<file path="src/rtl/fact_accel_p.sv">
// fact_accel_p -- self-sequenced factorial / double-factorial accelerator.
//
// A `go` pulse in IDLE or DONE latches `n` and `step2`, then the FSM multiplies
// the running product by a down-counter once per cycle until the counter
// reaches 1 or 0. A sticky flag records any product bits lost above RES_WIDTH.
//
// Ports
//   clk     in   sole clock, rising edge
//   rst_n   in   synchronous active-low reset
//   go      in   start request, honoured in IDLE and DONE only
//   n       in   operand (N_WIDTH bits)
//   step2   in   0: n!, 1: n!!
//   bufen   in   enable for bufout
//   busy    out  high while multiplying
//   done    out  high while the result is valid
//   ovf     out  sticky overflow for the current computation
//   result  out  product register
//   bufout  out  result gated by bufen (0 when disabled)
//
// state | meaning
// IDLE  | waiting for the first go after reset
// MULT  | one multiply per cycle while cnt >= 2
// DONE  | result valid; a new go restarts immediately

module fact_accel_p #(
    parameter int N_WIDTH   = 4,
    parameter int RES_WIDTH = 32
) (
    input  logic                 clk,
    input  logic                 rst_n,
    input  logic                 go,
    input  logic [N_WIDTH-1:0]   n,
    input  logic                 step2,
    input  logic                 bufen,
    output logic                 busy,
    output logic                 done,
    output logic                 ovf,
    output logic [RES_WIDTH-1:0] result,
    output logic [RES_WIDTH-1:0] bufout
);

    typedef enum logic [1:0] {
        IDLE = 2'd0,
        MULT = 2'd1,
        DONE = 2'd2
    } state_t;

    localparam int FULL_W = RES_WIDTH + N_WIDTH;

    state_t                 state_q;
    logic [N_WIDTH-1:0]     cnt_q;
    logic                   step2_q;
    logic [RES_WIDTH-1:0]   prod_q;
    logic                   ovf_q;
    logic                   busy_q;
    logic                   done_q;

    logic [FULL_W-1:0]      full_d;
    logic [N_WIDTH-1:0]     cnt_d;

    // Widen both operands so no product bits are lost before the overflow test.
    assign full_d = {{N_WIDTH{1'b0}}, prod_q} * {{RES_WIDTH{1'b0}}, cnt_q};

    // Only evaluated while cnt_q >= 2, so it never wraps.
    assign cnt_d  = step2_q ? (cnt_q - N_WIDTH'(2)) : (cnt_q - N_WIDTH'(1));

    always_ff @(posedge clk) begin
        if (!rst_n) begin
            state_q <= IDLE;
            cnt_q   <= '0;
            step2_q <= 1'b0;
            prod_q  <= '0;
            ovf_q   <= 1'b0;
            busy_q  <= 1'b0;
            done_q  <= 1'b0;
        end else begin
            case (state_q)
                IDLE, DONE: begin
                    if (go) begin
                        state_q <= MULT;
                        cnt_q   <= n;
                        step2_q <= step2;
                        prod_q  <= RES_WIDTH'(1);
                        ovf_q   <= 1'b0;
                        busy_q  <= 1'b1;
                        done_q  <= 1'b0;
                    end
                end
                MULT: begin
                    if (cnt_q <= N_WIDTH'(1)) begin
                        state_q <= DONE;
                        busy_q  <= 1'b0;
                        done_q  <= 1'b1;
                    end else begin
                        prod_q  <= full_d[RES_WIDTH-1:0];
                        ovf_q   <= ovf_q | (|full_d[FULL_W-1:RES_WIDTH]);
                        cnt_q   <= cnt_d;
                    end
                end
                default: begin
                    state_q <= IDLE;
                    busy_q  <= 1'b0;
                    done_q  <= 1'b0;
                end
            endcase
        end
    end

    assign busy   = busy_q;
    assign done   = done_q;
    assign ovf    = ovf_q;
    assign result = prod_q;
    assign bufout = bufen ? prod_q : '0;

endmodule

</file>
<file path="config.mk">
export PLATFORM = sky130hd
export DESIGN_NAME = fact_accel_p
export DESIGN_NICKNAME = d
export VERILOG_FILES = /design/src/rtl/fact_accel_p.sv
export SDC_FILE = /design/constraint.sdc
export NUM_CORES = 1
export LEC_CHECK = 0
export ABC_AREA = 0
export CAP_MARGIN = 40
export CELL_PAD_IN_SITES_DETAIL_PLACEMENT = 0
export CELL_PAD_IN_SITES_GLOBAL_PLACEMENT = 1
export CORE_MARGIN = 2
export CORE_UTILIZATION = 43
export DETAILED_ROUTE_END_ITERATION = 8
export PLACE_DENSITY = 0.89
export SETUP_SLACK_MARGIN = 0.3
export SLEW_MARGIN = 25
export SYNTH_ARGS = -nofsm -noshare
export SYNTH_HDL_FRONTEND = slang
export SYNTH_SLANG_ARGS = --single-unit
</file>
<file path="constraint.sdc">
create_clock -name clk -period 4.4 [get_ports clk]
set_input_delay 0.88 -clock clk [delete_from_list [all_inputs] [get_ports clk]]
set_output_delay 0.88 -clock clk [all_outputs]
set_load 0.02 [all_outputs]
</file>
[Word level (Yosys, flattened, before mapping)]
Index checks and enable logic that the tools add are counted.
Word-level totals
  bits in registers: 42
  latch bits: 0
  RAM bits: 0
  bits in read-only memories: 0
  input bits: 9
  output and inout bits: 67
  memories kept: 0
Cells by class
  add/subtract/negate cells: 2
  multiply operators: 1
  divide/modulo/power cells: 0
  magnitude comparators: 1
  eq/ne operators: 5
  shift operators: 0
  mux-type cells: 19
  bitwise gates (word level): 1
  reductions and logical operators: 7
Operators by type and width (number)
  32-bit 2-to-1 mux: 3
  32-bit one-hot mux with 2 select lines: 1
  32-bit by 4-bit multiplier with 36-bit output: 1
  4-bit 2-to-1 mux: 3
  4-bit one-hot mux with 2 select lines: 1
  2-bit != test, second input constant: 3
  1-bit one-hot mux with 2 select lines: 3
  1-bit 2-to-1 mux: 5
  4-bit by 1-bit less-or-equal comparator with 1-bit output, second input constant: 1
  2-bit 2-to-1 mux: 2
  2-bit one-hot mux with 2 select lines: 1
  2-bit AND reduction: 2
  4-bit OR reduction: 1
  4-bit by 1-bit subtractor with 4-bit output, second input constant: 1
  4-bit by 2-bit subtractor with 4-bit output, second input constant: 1
  3-bit AND reduction: 1
  2-bit by 1-bit equality test with 1-bit output, second input constant: 1
  2-bit equality test, second input constant: 1
  2-bit zero test: 1
  2-bit nonzero test: 1
  2-bit OR reduction: 1
  1-bit OR: 1

[Logic depth before layout (Yosys ltp)]
  depth in word-level cells: 5
  gate-level depth with buffers: 18
  depth with buffers taken out: 15

[Worst setup path before layout]
Ideal clock, no wire load.
  path kind: flip-flop to flip-flop
  start point: register cnt_q[2]
  end point: register prod_q[20] (netlist: result[20])
  arrival time: 3867 ps
  data required time: 4285 ps
  setup slack: 418 ps
  stages on the path, launching flop included: 17
  path buffers: 2
  clock period less this slack: 3982 ps
  cells stage by stage: dfxtp_1 > clkbuf_1 > clkbuf_1 > nand2_1 > fa_1 > inv_1 > fa_1 > fa_1 > a211oi_1 > o21ai_1 > a211oi_1 > o21bai_2 > a31oi_1 > o21ai_1 > xnor2_1 > o21ai_0 > and2_1
Between the ends
  word-level cells in the longest chain between the ends: 3
  elaborated cells between the ends (all ways): 6
Ends and longest elaborated chain
  start: declaration: RTL line 51  | logic [N_WIDTH-1:0] cnt_q;
  start signal: assignment: RTL line 81  | cnt_q <= n;
  start signal: assignment: RTL line 97  | cnt_q <= cnt_d;
  32-bit by 4-bit multiplier with 36-bit output / 4-bit by 1-bit less-or-equal comparator with 1-bit output (equally long branches): RTL line 62, 90
  32-bit 2-to-1 mux / 2-bit != test (equally long branches)
  32-bit one-hot mux with 2 select lines / 3-bit AND reduction (equally long branches)
  end signal: assignment: RTL line 95  | prod_q <= full_d[RES_WIDTH-1:0];
  end: declaration: RTL line 53  | logic [RES_WIDTH-1:0] prod_q;
Parallel ways exist; a longest one is shown, timed or not. The select of a mux whose other input is x is not followed.
A chain may end at the register's enable or synchronous reset.

[Final worst setup path]
  start point: register cnt_q[3]
  end point: register prod_q[21] (netlist: result[21])
The elaborated chain is that of the path after synthesis.

==> results.yml <==
clock_tree:
  clkLatencyLatePin_ns: 0.30
  cts.sink_count: 41
  cts_tree: "built"
  clk_path_buf_depth: 2
  cts_root_buf: "clkbuf_16"
  h-tree-depth: 2
  clkSlewWorstSetupHoldPaths_ns: 0.07
  cts_buffers: 5
yosys:
  synth_top_area_cell: "fa_1"
  ys_top_cells_by_area: "fa_1 (19%), and2_1 (14%), dfxtp_1 (13%)"
  ys_seq_area_frac: 0.128
  synth_warnings: 0
  async_reset_ff_frac: 0
  synth_edf_count: 0
  yosysTopAreaCellShare: 0.187
  ys.flop_type: "dfxtp_1"
  mappedNetlistNets: 953
  syn_inst: 840
  netlist_area_sq_um: 6420
  synth_seq_cells: 41
  synth.distinct_cells: 62
  syn-mean-instance-area_sq_um: 7.64
pwr:
  pwr-share-comb: 0.180
  swShare: 0.315
  p_sw_uw: 303
  seq_power_share: 0.409
  internal_power_uw: 660
  vdd_drop_max_uv: 198
  power.leakage_uw: 0.00331
  powerDensity_nw_per_um2: 125
  p_clk_frac: 0.412
sta:
  setup_viol: 0
  hold_violations: 0
  max_freq_mhz: 252
  slew_headroom: 0.493
  drv_slew: 0
  min_period_ns: 3.97
  timing.final.crit_share: 0.902
  worstMarginPinSlew_ns: 0.759
  rsz0062_at_grt: "true"
  hold_slack_ns: 0.544
  tns_ns: 0
  clock_skew_ns: 0.0118
die:
  die_w_um: 126
  core-area_sq_um: 14500
  die_y_um: 126
  ios: 76
  dieArea_sq_um: 15900
  initial_core_util: 0.442
  fp-row-count: 44
route:
  vias_per_cell: 5.33
  drtPass1Iterations: 5
  routed_wl_um: 16700
  vias: 5749
  drtIter0Drc: 246
  drc: 0
  post_drt_wl_per_cell_um: 15.5
  ant_nets: 0
worst_setup_path:
  critPathKind: "reg2reg"
  reg2reg_to: "result[21]"
  critical_path.endpoint_type: "register"
  cp.arrival_ns: 4.16
  worstRegToRegCells: 16
  r2r-start: "cnt_q[3]"
  r2r_slack_ns: 0.43
  worstPathMaxFanout: 18
  critPathRequiredTime_ns: 4.59
  start_kind: "register"
grt:
  grt_antenna_before_repair: 0
  grt_max_degree: 33
  grt_pass1_vias: 5631
  grtUsageTotal: 0.212
  overflow: 0
  grt_pass1_wl_um: 28100
placed_design:
  io_buffers: 75
  place_congestion: 0.865
  dp_hpwl_um: 12600
cells_and_area:
  drive_gt1_frac: 0.0928
  syn_to_final_growth_pct: 19.8
  fin_nets: 1007
  seq_area_sq_um: 822
  antenna-diode-count: 0
  fillers: 1423
  multiInputGateArea_sq_um: 5120
hold_path:
  worstHoldPathType: "reg2reg"
  min_from: "result[4]"
  min_delay_path_depth: 2
  hold_path_end: "result[4]"
status:
  status: "complete, no violations"
run:
  max_cap_viol_count: 0
## timing repair
action | 4_1_cts | 5_1_grt
hold buffers | 0 | 0
endpoints found under the setup margin | 4 | 17
pin swaps | 0 | 8
resized for setup | 3 | 43
setup buffers | 0 | 3
## power groups by stage
stage	registers (uW)	clock network [uW]	logic, uW
2_1_floorplan	398	0	100
3_5_place_dp	401	0	170
3_3_place_gp	401	0	168
4_1_cts	393	397	171
6_report	394	396	173
5_1_grt	395	411	191
## state kept, by name, summed over array words and instances, names as in the netlist
register / cells
result: 32
cnt_q: 4
state_q: 2
busy: 1
ovf: 1
step2_q: 1
## cell usage after synthesis (3+ instances only)
cell type  instances
nor2b_1            9
o21bai_1           7
buf_2             14
a21o_1            11
o21ai_1           10
o211ai_1           3
nand2_1           78
nor3_1             7
dfxtp_1           41
nand2b_1           4
a221oi_1           3
and3_1             3
nor2_1            23
xnor2_1           15
xor2_1            12
a211o_1            3
a21oi_2            5
inv_1            122
nand3b_1           3
o21ai_0           43
o22ai_1            3
a21oi_1           31
fa_1              60
nand3_1           34
o21a_1             3
clkbuf_1          32
a21boi_0          11
ha_1              44
a211oi_1           4
nand4_1           13
and2_1           146
a31oi_1            4
## logic make-up after synthesis
kind of cell / synth area share
buffers and inverters: 0.103
DFF: 0.128
muxes: 0.00312
xor gates and xnor gates: 0.0368
adders and majority gates: 0.273
AOI/OAI and AO/OA: 0.175
and+or+nand+nor: 0.282
## through the flow
stage / setup slack [ns] / util / cell area [sq um] / std cells / total power (uW)
floorplan: 0.418 / - / 6420 / 840 / 498
global placement: 0.322 / 0.504 / 7320 / 1067 / 569
detailed placement: 0.274 / 0.505 / 7340 / 1068 / 571
CTS: 0.279 / 0.516 / 7490 / 1075 / 961
global route: 0.252 / 0.529 / 7690 / 1078 / 997
finish: 0.432 / 0.529 / 7690 / 1078 / 963
## cells in the final DEF, fill, tap and decap left out, types with 9 or more instances in the layout
master and n:
and2_1 146, inv_1 122, nand2_1 77, clkdlybuf4s50_1 75
fa_1 59, o21ai_0 40, dfxtp_1 40, nand3_1 34
ha_1 29, a21oi_1 25, nor2_1 21, buf_4 18
xnor2_1 15, nand4_1 13, xor2_1 12, ha_2 12
a21boi_0 11, a21o_1 11, a21oi_2 10, o21ai_1 10
nor2b_1 9
## layout make-up
cell class / instances / share of cell area
multi-input cells: 629 / 0.666
flip-flops and latches: 41 / 0.107
well taps: 184 / 0.0299
clock buffers: 7 / 0.0186
inverters: 122 / 0.0596
repair buffers: 95 / 0.119
## per-layer routing
metal	up-vias	part of all wire	global-route usage
li1	2821	-	-
met1	2777	0.48	0.306
met2	126	0.46	0.341
met3	25	0.044	0.0306
met4	0	0.014	0.0440
met5	-	0	0
## worst max-delay path by stage
stage / start / end / slack [ns] / cells after the start
floorplan: cnt_q[2] / result[20] / 0.42 / 16
global placement: cnt_q[0] / result[29] / 0.32 / 14
detailed placement: cnt_q[3] / ovf / 0.27 / 15
CTS: cnt_q[3] / ovf / 0.28 / 15
global route: cnt_q[3] / result[21] / 0.25 / 16
finish: cnt_q[3] / result[21] / 0.43 / 16
## worst max-delay path: stages (launching register included)
cell,delay [ns]
dfxtp_1,0.32
buf_6,0.16
and2_1,0.16
fa_1,0.54
inv_1,0.06
fa_1,0.53
inv_1,0.06
ha_4,0.27
and2_4,0.16
a221oi_4,0.31
a211oi_2,0.12
a211o_2,0.34
a21oi_4,0.25
buf_4,0.16
xor2_1,0.16
o21ai_0,0.08
and2_1,0.15
Note: power is estimated with default switching activity, not from simulation.
